File: config.mk
export PLATFORM = sky130hd
export DESIGN_NAME = memory_cycle
export DESIGN_NICKNAME = d
export VERILOG_FILES = /design/src/rtl/riscv_pipe_pkg.sv /design/src/rtl/mem_access_ctrl.sv /design/src/rtl/memory_cycle.sv
export SDC_FILE = /design/constraint.sdc
export NUM_CORES = 1
export LEC_CHECK = 0
export BUFFER_PORTS_ARGS = -buffer_cell sky130_fd_sc_hd__buf_2
export CORE_AREA = 2 2 122 124
export DETAILED_ROUTE_END_ITERATION = 12
export DIE_AREA = 0 0 124 126
export HOLD_SLACK_MARGIN = 0.08
export PLACE_DENSITY = 0.65
export SETUP_SLACK_MARGIN = 0.5
export SYNTH_ARGS = -nofsm -noshare
export SYNTH_HDL_FRONTEND = slang
export SYNTH_SLANG_ARGS = --single-unit
File: constraint.sdc
create_clock -name clk -period 1 [get_ports clk]
set_clock_uncertainty 0.2 [all_clocks]
set_input_delay 0.1 -clock clk [delete_from_list [all_inputs] [get_ports clk]]
set_output_delay 0.1 -clock clk [all_outputs]
set_load 0.01 [all_outputs]
File: src/rtl/riscv_pipe_pkg.sv
// Purpose: shared types and widths for the RISC-V pipeline memory stage.
// Latency: n/a (declarations only).
// Backpressure: n/a.
package riscv_pipe_pkg;

    localparam int XLEN                 = 32;
    localparam int REG_ADDR_W           = 5;
    localparam int TIMEOUT_CYCLES_DEF   = 16;

    // Data-memory access FSM
    typedef enum logic {
        IDLE = 1'b0,
        WAIT = 1'b1
    } mem_state_e;

    // MEM/WB pipeline register contents
    typedef struct packed {
        logic                  regwrite;
        logic                  resultsrc;
        logic [REG_ADDR_W-1:0] rd;
        logic [XLEN-1:0]       pcplus4;
        logic [XLEN-1:0]       alu_result;
        logic [XLEN-1:0]       readdata;
    } mem_wb_t;

endpackage

File: src/rtl/mem_access_ctrl.sv
// Purpose: data-memory access FSM, pipeline stall and optional timeout (MEM_TIMEOUT_EN).
// Latency: combinational stall/timeout; FSM state updates on the next clk edge.
// Backpressure: stall_m stays high while an access waits on dmem_ready.
module mem_access_ctrl
    import riscv_pipe_pkg::*;
#(
    parameter int unsigned TIMEOUT_CYCLES = TIMEOUT_CYCLES_DEF
)
(
    input  logic clk,
    input  logic rst,
    input  logic access,
    input  logic dmem_ready,
    output logic stall_m,
    output logic timeout,
    output logic mem_err
);

    mem_state_e state_q;
    mem_state_e state_d;

`ifdef MEM_TIMEOUT_EN
    localparam int CNT_W = $clog2(TIMEOUT_CYCLES + 1);

    logic [CNT_W-1:0] cnt_q;
    logic             mem_err_q;

    // The abandon cycle is the one where this WAIT cycle brings the count to TIMEOUT_CYCLES.
    assign timeout = (state_q == WAIT) && access && !dmem_ready
                     && (cnt_q == CNT_W'(TIMEOUT_CYCLES - 1));

    // Count WAIT cycles; any return to IDLE restarts the count.
    always_ff @(posedge clk or negedge rst) begin
        if (!rst) begin
            cnt_q <= '0;
        end else if (state_d == IDLE) begin
            cnt_q <= '0;
        end else if (state_q == WAIT) begin
            cnt_q <= cnt_q + 1'b1;
        end
    end

    // Sticky error flag, cleared only by reset.
    always_ff @(posedge clk or negedge rst) begin
        if (!rst) begin
            mem_err_q <= 1'b0;
        end else if (timeout) begin
            mem_err_q <= 1'b1;
        end
    end

    assign mem_err = mem_err_q;
`else
    assign timeout = 1'b0;
    assign mem_err = 1'b0;
`endif

    // Upstream is frozen while stalled; the abandon cycle releases it.
    assign stall_m = access && !dmem_ready && !timeout;

    // FSM state register.
    always_ff @(posedge clk or negedge rst) begin
        if (!rst) begin
            state_q <= IDLE;
        end else begin
            state_q <= state_d;
        end
    end

    // Next-state: wait for dmem_ready, or give up on timeout.
    always_comb begin
        state_d = state_q;
        case (state_q)
            IDLE: begin
                if (access && !dmem_ready) begin
                    state_d = WAIT;
                end
            end
            WAIT: begin
                if (dmem_ready || !access || timeout) begin
                    state_d = IDLE;
                end
            end
            default: state_d = IDLE;
        endcase
    end

endmodule

File: src/rtl/memory_cycle.sv
// Purpose: RISC-V M stage: drives data memory, registers MEM/WB state (timeout via MEM_TIMEOUT_EN).
// Latency: 1 cycle M->W when dmem_ready is high in the request cycle; +1 per wait cycle.
// Backpressure: stall_m freezes upstream and loads a bubble into W while memory is not ready.
module memory_cycle
    import riscv_pipe_pkg::*;
#(
    parameter int unsigned TIMEOUT_CYCLES = TIMEOUT_CYCLES_DEF
)
(
    input  logic                  clk,
    input  logic                  rst,
    input  logic                  regwritem,
    input  logic                  memwritem,
    input  logic                  resultsrcm,
    input  logic [REG_ADDR_W-1:0] rd_m,
    input  logic [XLEN-1:0]       pcplus4m,
    input  logic [XLEN-1:0]       writedatam,
    input  logic [XLEN-1:0]       alu_resultm,
    output logic                  dmem_req,
    output logic                  dmem_we,
    output logic [XLEN-1:0]       dmem_addr,
    output logic [XLEN-1:0]       dmem_wdata,
    input  logic                  dmem_ready,
    input  logic [XLEN-1:0]       dmem_rdata,
    output logic                  stall_m,
    output logic                  regwritew,
    output logic                  resultsrcw,
    output logic [REG_ADDR_W-1:0] rd_w,
    output logic [XLEN-1:0]       pcplus4w,
    output logic [XLEN-1:0]       alu_resultw,
    output logic [XLEN-1:0]       readdataw,
    output logic                  mem_err
);

    logic    access;
    logic    timeout;
    mem_wb_t wb_q;

    assign access     = memwritem | resultsrcm;
    assign dmem_req   = access;
    assign dmem_we    = memwritem;
    assign dmem_addr  = alu_resultm;
    assign dmem_wdata = writedatam;

    mem_access_ctrl #(
        .TIMEOUT_CYCLES (TIMEOUT_CYCLES)
    ) u_ctrl (
        .clk        (clk),
        .rst        (rst),
        .access     (access),
        .dmem_ready (dmem_ready),
        .stall_m    (stall_m),
        .timeout    (timeout),
        .mem_err    (mem_err)
    );

    // MEM/WB register: bubble while stalled; an abandoned access never writes back.
    always_ff @(posedge clk or negedge rst) begin
        if (!rst) begin
            wb_q <= '0;
        end else if (stall_m) begin
            wb_q <= '0;
        end else begin
            wb_q.regwrite   <= regwritem & ~timeout;
            wb_q.resultsrc  <= resultsrcm;
            wb_q.rd         <= rd_m;
            wb_q.pcplus4    <= pcplus4m;
            wb_q.alu_result <= alu_resultm;
            wb_q.readdata   <= (resultsrcm && !timeout) ? dmem_rdata : '0;
        end
    end

    assign regwritew   = wb_q.regwrite;
    assign resultsrcw  = wb_q.resultsrc;
    assign rd_w        = wb_q.rd;
    assign pcplus4w    = wb_q.pcplus4;
    assign alu_resultw = wb_q.alu_result;
    assign readdataw   = wb_q.readdata;

endmodule

==> results of run 1 <==
[routing by layer]
layer	GRT usage, %	up-vias	share of wire, %
met2	26.66	193	52
met4	8.196	0	3.7
li1	-	1326	-
met3	5.072	33	9.1
met5	0	-	0
met1	14.64	1440	35
[synth_stat cells, drive strengths merged]
cell type / n / share of area [%]
dfrtp: 103 / 67
and2: 71 / 13
buf: 66 / 13
and3: 32 / 5.3
clkbuf: 13 / 1.5
conb: 1 / 0.097
inv: 1 / 0.097
o21bai: 1 / 0.48
or2: 1 / 0.16
[per-stage QoR]
stage / instance area, um^2 / hold WS [ns] / total power [mW]
finish: 6997 / -0.5704 / 10.20
global route: 6992 / -0.5763 / 10.69
CTS: 6401 / -0.5829 / 10.06
detailed placement: 4928 / -0.2029 / 5.689
global placement: 4928 / -0.2002 / 5.661
floorplan: 4183 / -0.3956 / 5.286
[layout by cell type (no fill, tap or decap), drive strengths merged]
cell	instances
conb	1
and2	71
dfrtp	103
and3	32
inv	4
clkbuf	15
diode	2
or2	1
buf	305
o21bai	1
clkinvlp	2
bufinv	1
[final cells by class]
| class | count | area [um^2] | area share (%) |
|---|---|---|---|
| repair buffers | 310 | 2849 | 40.72 |
| flip-flops and latches | 103 | 2577 | 36.84 |
| multi-input cells | 106 | 1013 | 14.48 |
| clock buffers | 10 | 239.0 | 3.416 |
| well taps | 184 | 230.2 | 3.290 |
| clock inverters | 6 | 76.32 | 1.091 |
| inverters | 1 | 6.256 | 0.08941 |
| diodes | 2 | 5.005 | 0.07153 |
[kinds of logic after synthesis]
group	Yosys count	synth area share [%]
buffers and inverters	80	14.37
AOI/OAI and AO/OA	1	0.4845
other	1	0.09681
DFF	103	66.54
and+or+nand+nor	104	18.51
[sequential cells by signal (all words and copies together), names as in the netlist]
register / flops
readdataw: 32
alu_resultw: 32
pcplus4w: 32
rd_w: 5
resultsrcw: 1
regwritew: 1
[power by group]
part	total (mW)	switching (mW)	internal, mW
logic	2.08	0.766	1.31
clock network	3.65	1.60	2.05
registers	4.47	0.0813	4.39
total	10.2	2.45	7.76
[worst max-delay path by stage]
stage / start / to / slack [ns] / cells after the start
after floorplan: dmem_ready / alu_resultw[30]$_DFF_PN0_ / 0.08 / 3
after global placement: resultsrcm / stall_m / -0.13 / 5
after detailed placement: resultsrcm / pcplus4w[28]$_DFF_PN0_ / -0.14 / 4
after CTS: readdataw[9]$_DFF_PN0_ / readdataw[9] / -0.19 / 1
after global routing: readdataw[9]$_DFF_PN0_ / readdataw[9] / -0.22 / 1
final: alu_resultw[31]$_DFF_PN0_ / alu_resultw[31] / -0.18 / 1
[timing repair]
item	4_1_cts	5_1_grt
endpoints found under the hold margin	238	238
gates resized for setup	197	54
gates cloned	10	6
buffers inserted	16	22
endpoints found under the setup margin	241	221
pin swaps	21	77
==> impl_metrics.xml, run 1 <==
<?xml version="1.0" encoding="UTF-8"?>
<metrics>
  <group name="yosys">
    <metric name="synth_seq_area_share" unit="%">66.54</metric>
    <metric name="synth_area" unit="um^2">3874</metric>
    <metric name="postSynthNetCount" unit="">428</metric>
    <metric name="postSynthCellCount" unit="">289</metric>
    <metric name="synth_cell_types" unit="">12</metric>
    <metric name="syn_warnings" unit="">0</metric>
    <metric name="postSynthRegisterBits" unit="">103</metric>
    <metric name="post_synth.cell_area_avg" unit="um^2">13.40</metric>
  </group>
  <group name="final_layout">
    <metric name="layout-drive-gt1-share" unit="%">80.60</metric>
    <metric name="fin_cells" unit="">722</metric>
    <metric name="num-fill-cells" unit="">1242</metric>
    <metric name="final_util" unit="%">48.88</metric>
    <metric name="design.final.nets" unit="">670</metric>
    <metric name="area_growth" unit="%">80.62</metric>
  </group>
  <group name="floorplanning">
    <metric name="die_h" unit="um">126</metric>
    <metric name="io_pins" unit="">310</metric>
    <metric name="core_area" unit="um^2">14310</metric>
    <metric name="die_w" unit="um">124</metric>
    <metric name="fp.dieArea" unit="um^2">15620</metric>
    <metric name="floorplan.rows" unit="">44</metric>
    <metric name="effective_utilization_at_floorplan" unit="%">27.06</metric>
  </group>
  <group name="sta">
    <metric name="setup_slack" unit="ns">-0.1760</metric>
    <metric name="rsz0062_at_grt" unit="">yes</metric>
    <metric name="final.min_clock_period" unit="ns">1.176</metric>
    <metric name="final-hold-violation-count" unit="">205</metric>
    <metric name="timing.hold.ws" unit="ns">-0.5704</metric>
    <metric name="report.final.slew_viol_count" unit="">0</metric>
    <metric name="fmaxAchievable" unit="MHz">850.3</metric>
    <metric name="setup_viol" unit="">115</metric>
    <metric name="fin_tns_setup" unit="ns">-14.83</metric>
    <metric name="min_period_over_period" unit="%">117.6</metric>
  </group>
  <group name="clock_network">
    <metric name="clkSinkCount" unit="">103</metric>
    <metric name="cts-root-buf" unit="">sky130_fd_sc_hd__clkbuf_16</metric>
    <metric name="tritoncts" unit="">done</metric>
    <metric name="cts_buffer_depth" unit="">2</metric>
    <metric name="cts_max_level" unit="">3</metric>
    <metric name="numCtsBuffers" unit="">9</metric>
    <metric name="clkSlewWorstSetupHoldPaths" unit="ns">0.07</metric>
  </group>
  <group name="power_and_ir_drop">
    <metric name="lkg_pwr" unit="nW">3.703</metric>
    <metric name="cellPowerDensity" unit="nW/um^2">1458</metric>
    <metric name="ir_drop" unit="uV">692.7</metric>
  </group>
  <group name="status">
    <metric name="outcome" unit="">complete, but fails checks</metric>
    <metric name="failed_checks" unit="">hold timing, setup timing</metric>
  </group>
  <group name="detailed_routing">
    <metric name="drt_first_iter_violations" unit="">64</metric>
    <metric name="via_per_inst" unit="">4.144</metric>
    <metric name="route.antenna.remaining_nets" unit="">0</metric>
    <metric name="dr_total_vias" unit="">2992</metric>
    <metric name="routed_wirelength" unit="um">12730</metric>
    <metric name="route.detailed.wl_per_inst" unit="um">17.63</metric>
    <metric name="drt-pass1-iter-count" unit="">4</metric>
    <metric name="drc" unit="">0</metric>
  </group>
  <group name="place">
    <metric name="place_hpwl" unit="um">7858</metric>
    <metric name="place.gp.congestion" unit="">0.7395</metric>
    <metric name="dp.cells" unit="">650</metric>
    <metric name="placement.setup.worst_slack" unit="ns">-0.1396</metric>
    <metric name="io_buffers" unit="">244</metric>
  </group>
  <group name="setup_path">
    <metric name="combined_buffer_and_inverter_count_along_the_critical_path" unit="">1</metric>
    <metric name="critPathKind" unit="">reg -&gt; out</metric>
    <metric name="cp-end-kind" unit="">output port</metric>
    <metric name="cp.arrival" unit="ns">0.88</metric>
    <metric name="startpoint_type" unit="">register</metric>
    <metric name="path_delay_family" unit="">flip-flops</metric>
    <metric name="timing.critical_path.cells" unit="">buf_2</metric>
    <metric name="critPathMaxStageDelay" unit="ns">0.39</metric>
    <metric name="crit_fanout" unit="">1</metric>
    <metric name="critPathSlowestCell" unit="">sky130_fd_sc_hd__dfrtp_1</metric>
    <metric name="required" unit="ns">0.70</metric>
  </group>
  <group name="run">
    <metric name="maxCapViolations" unit="">0</metric>
  </group>
  <group name="global_route">
    <metric name="grt_util_overall" unit="%">14.82</metric>
    <metric name="overflow" unit="">0</metric>
    <metric name="grt_max_degree" unit="">36</metric>
    <metric name="grt_first_pass_wirelength" unit="um">16810</metric>
    <metric name="grt_antenna_before_repair" unit="">2</metric>
    <metric name="number_of_global_route_vias_before_repair" unit="">3090</metric>
  </group>
  <group name="min_path">
    <metric name="min_path_type" unit="">in -&gt; async</metric>
  </group>
</metrics>
Note: power is estimated with default switching activity, not from simulation.
==> run 2, diff against run 1 <==
BUFFER_PORTS_ARGS = -buffer_cell sky130_fd_sc_hd__clkbuf_2   (was -buffer_cell sky130_fd_sc_hd__buf_2)
GPL_ROUTABILITY_DRIVEN = 0   (was unset)
HOLD_SLACK_MARGIN = unset   (was 0.08)
==> run 2 against run 1 <==
The run still ends with hold timing, setup timing left. Final cell count increased by 0.69%. Clock power decreased by 5.5%. Combinational power decreased by 2%. Sequential power about the same. Highest routed layer is now met5.
==> impl_metrics.xml, run 2 (synthesized netlist as in run 1, its figures left out) <==
<?xml version="1.0" encoding="UTF-8"?>
<metrics>
  <group name="clock_network">
    <metric name="clkSinkCount" unit="">103</metric>
    <metric name="numCtsBuffers" unit="">9</metric>
    <metric name="cts-root-buf" unit="">sky130_fd_sc_hd__clkbuf_16</metric>
    <metric name="cts_buffer_depth" unit="">2</metric>
    <metric name="tritoncts" unit="">done</metric>
    <metric name="cts_max_level" unit="">3</metric>
    <metric name="clkSlewWorstSetupHoldPaths" unit="ns">0.07</metric>
  </group>
  <group name="run">
    <metric name="maxCapViolations" unit="">0</metric>
  </group>
  <group name="sta">
    <metric name="final.min_clock_period" unit="ns">1.169</metric>
    <metric name="report.final.slew_viol_count" unit="">0</metric>
    <metric name="final-hold-violation-count" unit="">205</metric>
    <metric name="fmaxAchievable" unit="MHz">855.3</metric>
    <metric name="min_period_over_period" unit="%">116.9</metric>
    <metric name="rsz0062_at_grt" unit="">yes</metric>
    <metric name="fin_tns_setup" unit="ns">-14.15</metric>
    <metric name="setup_viol" unit="">119</metric>
    <metric name="setup_slack" unit="ns">-0.1691</metric>
    <metric name="timing.hold.ws" unit="ns">-0.5896</metric>
  </group>
  <group name="global_route">
    <metric name="overflow" unit="">0</metric>
    <metric name="grt_util_overall" unit="%">15.06</metric>
    <metric name="grt_max_degree" unit="">41</metric>
    <metric name="number_of_global_route_vias_before_repair" unit="">3047</metric>
    <metric name="grt_antenna_before_repair" unit="">2</metric>
    <metric name="grt_first_pass_wirelength" unit="um">16980</metric>
  </group>
  <group name="detailed_routing">
    <metric name="dr_total_vias" unit="">2988</metric>
    <metric name="route.layer.met1.wl" unit="um">4338</metric>
    <metric name="highest-signal-layer" unit="">met5</metric>
    <metric name="dr_wl_met2" unit="um">6908</metric>
    <metric name="via_per_inst" unit="">4.110</metric>
    <metric name="routed-wl-met3" unit="um">1189</metric>
    <metric name="routed_wirelength" unit="um">12740</metric>
    <metric name="route.antenna.remaining_nets" unit="">0</metric>
    <metric name="drt_first_iter_violations" unit="">89</metric>
    <metric name="route.detailed.wl_per_inst" unit="um">17.52</metric>
    <metric name="drt-pass1-iter-count" unit="">4</metric>
    <metric name="drc" unit="">0</metric>
  </group>
  <group name="final_layout">
    <metric name="num-fill-cells" unit="">1230</metric>
    <metric name="mostFrequentLayoutCells" unit="">166 x sky130_fd_sc_hd__clkbuf_2, 103 x sky130_fd_sc_hd__dfrtp_1, 73 x sky130_fd_sc_hd__buf_6</metric>
    <metric name="area_growth" unit="%">77.23</metric>
    <metric name="design.final.nets" unit="">676</metric>
    <metric name="fin_cells" unit="">727</metric>
    <metric name="final_common_cell" unit="">sky130_fd_sc_hd__clkbuf_2</metric>
    <metric name="layout-drive-gt1-share" unit="%">80.81</metric>
  </group>
  <group name="floorplanning">
    <metric name="floorplan.rows" unit="">44</metric>
    <metric name="die_w" unit="um">124</metric>
    <metric name="fp.dieArea" unit="um^2">15620</metric>
    <metric name="die_h" unit="um">126</metric>
    <metric name="io_pins" unit="">310</metric>
    <metric name="core_area" unit="um^2">14310</metric>
    <metric name="effective_utilization_at_floorplan" unit="%">27.06</metric>
  </group>
  <group name="place">
    <metric name="place_hpwl" unit="um">7614</metric>
    <metric name="dp.cells" unit="">648</metric>
    <metric name="io_buffers" unit="">244</metric>
  </group>
  <group name="setup_path">
    <metric name="cp-end-kind" unit="">output port</metric>
    <metric name="startpoint_type" unit="">register</metric>
    <metric name="critPathMaxStageDelay" unit="ns">0.39</metric>
    <metric name="cp.arrival" unit="ns">0.87</metric>
    <metric name="critical_path_depth" unit="">1</metric>
    <metric name="required" unit="ns">0.70</metric>
    <metric name="path_delay_family" unit="">flip-flops</metric>
    <metric name="critPathSlowestCell" unit="">sky130_fd_sc_hd__dfrtp_1</metric>
    <metric name="critPathKind" unit="">reg -&gt; out</metric>
    <metric name="combined_buffer_and_inverter_count_along_the_critical_path" unit="">1</metric>
    <metric name="crit_fanout" unit="">1</metric>
    <metric name="timing.critical_path.cells" unit="">clkbuf_2</metric>
  </group>
  <group name="power_and_ir_drop">
    <metric name="clock_power_share" unit="%">34.6</metric>
    <metric name="ir_drop" unit="uV">749.8</metric>
    <metric name="cellPowerDensity" unit="nW/um^2">1450</metric>
    <metric name="p_int" unit="mW">7.472</metric>
    <metric name="total_power" unit="mW">9.952</metric>
    <metric name="switching_share" unit="%">24.91</metric>
    <metric name="netSwitchingPower" unit="mW">2.479</metric>
    <metric name="power_frac_comb" unit="%">20.4</metric>
    <metric name="lkg_pwr" unit="nW">3.672</metric>
    <metric name="power.share.sequential" unit="%">44.9</metric>
  </group>
  <group name="status">
    <metric name="failed_checks" unit="">hold timing, setup timing</metric>
    <metric name="outcome" unit="">complete, but fails checks</metric>
  </group>
  <group name="min_path">
    <metric name="min_path_type" unit="">in -&gt; async</metric>
  </group>
</metrics>
-- run 2: changes by cell type in the layout (fill, tap and decap cells not counted), sizes merged --
cell      delta
clkbuf     +161
buf        -155
clkinv       +3
clkinvlp     -2
bufinv       -1
diode        -1
-- run 2: routing by layer --
layer  GRT usage (%)  vias up
met2           27.02      186
met3           4.846       27
li1                -     1339
met5               0        -
met4           6.411        2
met1           15.99     1434
-- run 2: worst max-delay path by stage --
stage	startpoint	to	slack, ns
after floorplan	dmem_ready	alu_resultw[30]$_DFF_PN0_	0.08
after detailed placement	dmem_ready	pcplus4w[12]$_DFF_PN0_	-0.09
after CTS	pcplus4w[28]$_DFF_PN0_	pcplus4w[28]	-0.19
after global routing	alu_resultw[2]$_DFF_PN0_	alu_resultw[2]	-0.21
final	alu_resultw[2]$_DFF_PN0_	alu_resultw[2]	-0.17
after global placement	resultsrcm	stall_m	-0.1
-- run 2: timing repair --
| action | 4_1_cts | 5_1_grt |
|---|---|---|
| setup endpoints to repair | 241 | 241 |
| resized for setup | 137 | 143 |
| cloned | 15 | 0 |
| pin swaps | 51 | 26 |
| endpoints found under the hold margin | 205 | 205 |
| buffers inserted | 31 | 16 |
-- run 2: power by group through the flow --
stage                     Combinational, mW  Sequential (mW)  Clock [mW]
after detailed placement               1.14             4.55           0
after floorplan                       0.622             4.66           0
after global routing                   2.17             4.49        3.78
after CTS                              1.77             4.47        3.57
final                                  2.03             4.47        3.45
after global placement                 1.13             4.54           0
-- run 2: area by class of cell --
type                    count  area, um^2  area share, %
repair buffers            316        2734          39.82
flip-flops and latches    103        2577          37.54
multi-input cells         106        1013          14.76
clock buffers              10       239.0          3.481
well taps                 184       230.2          3.353
clock inverters             6       62.56         0.9112
inverters                   1       6.256        0.09112
diodes                      1       2.502        0.03645
-- run 2: per-stage QoR --
stage               worst slack, ns  area, um^2  hold WS, ns  util (%)
floorplan                   0.08192        4183      -0.3956         -
detailed placement         -0.09320        4926      -0.2261     34.41
CTS                         -0.1892        6257      -0.6041     43.71
finish                      -0.1691        6865      -0.5896     47.96
global placement           -0.09848        4926      -0.2264     34.41
global route                -0.2059        6863      -0.5971     47.95
==> run 3, diff against run 2 <==
CORE_AREA = 2 2 121 123   (was 2 2 122 124)
DIE_AREA = 0 0 123 125   (was 0 0 124 126)
PLACE_DENSITY = 0.66   (was 0.65)
==> run 3 against run 2 <==
The run still ends with hold timing, setup timing left. Final area decreased by 0.56%. Die area shrank 1.6%. Routed wire length rose by 1.2%. Sequential cell count unchanged. Critical path depth unchanged. First-iteration DRC count decreased by 3.4%. Fmax increased by 0.40%. Non-clock buffer count unchanged. Clock-buffer cell count is 1 lower. Sequential share of layout area increased by 0.21 points. Combinational power is essentially flat. Largest cell class unchanged.
==> impl_metrics.xml, run 3 (synthesized netlist as in run 1, its figures left out) <==
<?xml version="1.0" encoding="UTF-8"?>
<metrics>
  <group name="power_and_ir_drop">
    <metric name="switching_share" unit="%">25.03</metric>
    <metric name="power_frac_comb" unit="%">20.5</metric>
    <metric name="lkg_pwr" unit="nW">3.653</metric>
    <metric name="cellPowerDensity" unit="nW/um^2">1441</metric>
    <metric name="clock_power_share" unit="%">34.1</metric>
    <metric name="netSwitchingPower" unit="mW">2.462</metric>
    <metric name="p_int" unit="mW">7.375</metric>
    <metric name="ir_drop" unit="uV">680.0</metric>
    <metric name="power.share.sequential" unit="%">45.4</metric>
  </group>
  <group name="min_path">
    <metric name="min_path_type" unit="">in -&gt; async</metric>
  </group>
  <group name="detailed_routing">
    <metric name="drc" unit="">0</metric>
    <metric name="route.antenna.remaining_nets" unit="">0</metric>
    <metric name="dr_total_vias" unit="">3020</metric>
    <metric name="route.detailed.wl_per_inst" unit="um">17.76</metric>
    <metric name="routed_wirelength" unit="um">12900</metric>
    <metric name="drt-pass1-iter-count" unit="">4</metric>
    <metric name="via_per_inst" unit="">4.160</metric>
    <metric name="drt_first_iter_violations" unit="">86</metric>
  </group>
  <group name="setup_path">
    <metric name="critPathSlowestCell" unit="">sky130_fd_sc_hd__dfrtp_1</metric>
    <metric name="cp-end-kind" unit="">output port</metric>
    <metric name="critPathMaxStageDelay" unit="ns">0.39</metric>
    <metric name="crit_fanout" unit="">1</metric>
    <metric name="crit_end" unit="">readdataw[13]</metric>
    <metric name="path_delay_family" unit="">flip-flops</metric>
    <metric name="timing.critical_path.cells" unit="">clkbuf_2</metric>
    <metric name="combined_buffer_and_inverter_count_along_the_critical_path" unit="">1</metric>
    <metric name="critical_path_depth" unit="">1</metric>
    <metric name="cp.arrival" unit="ns">0.86</metric>
    <metric name="required" unit="ns">0.70</metric>
    <metric name="startpoint_type" unit="">register</metric>
    <metric name="critPathKind" unit="">reg -&gt; out</metric>
    <metric name="crit_path_start" unit="">readdataw[13]$_DFF_PN0_</metric>
  </group>
  <group name="sta">
    <metric name="setup_viol" unit="">104</metric>
    <metric name="fin_tns_setup" unit="ns">-14.08</metric>
    <metric name="min_period_over_period" unit="%">116.4</metric>
    <metric name="fmaxAchievable" unit="MHz">858.8</metric>
    <metric name="final-hold-violation-count" unit="">205</metric>
    <metric name="final.min_clock_period" unit="ns">1.164</metric>
    <metric name="report.final.slew_viol_count" unit="">0</metric>
    <metric name="setup_slack" unit="ns">-0.1644</metric>
    <metric name="timing.hold.ws" unit="ns">-0.6247</metric>
    <metric name="rsz0062_at_grt" unit="">yes</metric>
  </group>
  <group name="global_route">
    <metric name="grt_util_overall" unit="%">15.44</metric>
    <metric name="number_of_global_route_vias_before_repair" unit="">3209</metric>
    <metric name="grt_antenna_before_repair" unit="">0</metric>
    <metric name="grt_busiest_layer" unit="">met2</metric>
    <metric name="groute.layer.met3.usage" unit="%">4.699</metric>
    <metric name="grt_first_pass_wirelength" unit="um">17390</metric>
    <metric name="grt_util_met2" unit="%">28.99</metric>
    <metric name="grt_max_degree" unit="">48</metric>
    <metric name="overflow" unit="">0</metric>
    <metric name="grt.met1_usage" unit="%">15.52</metric>
  </group>
  <group name="clock_network">
    <metric name="tritoncts" unit="">done</metric>
    <metric name="cts-root-buf" unit="">sky130_fd_sc_hd__clkbuf_16</metric>
    <metric name="cts_buffer_depth" unit="">2</metric>
    <metric name="clkSlewWorstSetupHoldPaths" unit="ns">0.07</metric>
    <metric name="numCtsBuffers" unit="">9</metric>
    <metric name="clkSinkCount" unit="">103</metric>
    <metric name="cts_max_level" unit="">3</metric>
  </group>
  <group name="floorplanning">
    <metric name="die_w" unit="um">123</metric>
    <metric name="io_pins" unit="">310</metric>
    <metric name="effective_utilization_at_floorplan" unit="%">27.27</metric>
    <metric name="floorplan.rows" unit="">44</metric>
    <metric name="die_h" unit="um">125</metric>
    <metric name="core_area" unit="um^2">14200</metric>
    <metric name="fp.dieArea" unit="um^2">15380</metric>
  </group>
  <group name="final_layout">
    <metric name="mostFrequentLayoutCells" unit="">163 x sky130_fd_sc_hd__clkbuf_2, 103 x sky130_fd_sc_hd__dfrtp_1, 83 x sky130_fd_sc_hd__buf_6</metric>
    <metric name="layout-drive-gt1-share" unit="%">80.81</metric>
    <metric name="diodes" unit="">0</metric>
    <metric name="finalInstanceArea" unit="um^2">6827</metric>
    <metric name="design.final.nets" unit="">676</metric>
    <metric name="fin_cells" unit="">726</metric>
    <metric name="num-fill-cells" unit="">1232</metric>
    <metric name="area_growth" unit="%">76.23</metric>
    <metric name="final_common_cell" unit="">sky130_fd_sc_hd__clkbuf_2</metric>
  </group>
  <group name="status">
    <metric name="outcome" unit="">complete, but fails checks</metric>
    <metric name="failed_checks" unit="">hold timing, setup timing</metric>
  </group>
  <group name="place">
    <metric name="place_hpwl" unit="um">7752</metric>
    <metric name="dp.cells" unit="">647</metric>
    <metric name="detailed_place.area" unit="um^2">4918</metric>
    <metric name="io_buffers" unit="">244</metric>
  </group>
  <group name="run">
    <metric name="maxCapViolations" unit="">0</metric>
  </group>
</metrics>
==> run 3: cell types whose count changed in the layout (fill, tap and decap cells not counted), moves of 2 or more <==
cell	before	now
sky130_fd_sc_hd__clkbuf_2	166	163
sky130_fd_sc_hd__buf_8	14	5
sky130_fd_sc_hd__buf_6	73	83
sky130_fd_sc_hd__buf_16	15	13
sky130_fd_sc_hd__buf_12	8	10
==> run 3: worst min path at each step <==
stage / startpoint / to / slack, ns / cells after the start
6_report: rst / readdataw[3]$_DFF_PN0_ / -0.62 / 1
5_1_grt: rst / readdataw[0]$_DFF_PN0_ / -0.63 / 1
3_5_place_dp: rst / readdataw[0]$_DFF_PN0_ / -0.26 / 1
4_1_cts: rst / readdataw[0]$_DFF_PN0_ / -0.64 / 1
3_3_place_gp: rst / readdataw[0]$_DFF_PN0_ / -0.26 / 1
2_1_floorplan: rst / alu_resultw[0]$_DFF_PN0_ / -0.40 / 0
==> run 3: area by class of cell <==
cell class                      count  area, um^2  area share [%]
Clock inverter                      7       62.56          0.9164
Sequential cell                   103        2577           37.76
Tap cell                          184       230.2           3.372
Timing Repair Buffer              316        2711           39.72
Inverter                            1       6.256         0.09164
Multi-Input combinational cell    106        1013           14.85
Clock buffer                        9       225.2           3.299
==> run 3: repair_timing <==
item                                    in CTS  in global routing
endpoints found under the setup margin     241                241
cloned                                      13                  1
hold endpoints to repair                   205                205
resized for setup                          118                153
pin swaps                                   36                 41
buffers inserted                            36                 13
==> run 3: per-layer routing <==
layer / share of wire [%] / vias up
li1: - / 1335
met1: 33 / 1485
met2: 56 / 170
met3: 7.8 / 30
met4: 2.4 / 0
met5: 0 / -
==> run 3: power groups by stage <==
| stage | Sequential (mW) | Clock, mW | Combinational, mW |
|---|---|---|---|
| 3_5_place_dp | 4.54 | 0 | 1.14 |
| 6_report | 4.46 | 3.35 | 2.02 |
| 2_1_floorplan | 4.66 | 0 | 0.622 |
| 4_1_cts | 4.46 | 3.47 | 1.73 |
| 5_1_grt | 4.49 | 3.63 | 2.15 |
| 3_3_place_gp | 4.54 | 0 | 1.12 |
==> run 3: per-stage QoR <==
| step | utilization, % | setup slack [ns] | power (mW) |
|---|---|---|---|
| 2_1_floorplan | - | 0.08192 | 5.286 |
| 3_3_place_gp | 34.63 | -0.1106 | 5.665 |
| 3_5_place_dp | 34.63 | -0.1176 | 5.687 |
| 4_1_cts | 43.61 | -0.1853 | 9.664 |
| 5_1_grt | 48.06 | -0.2102 | 10.26 |
| 6_report | 48.06 | -0.1644 | 9.837 |
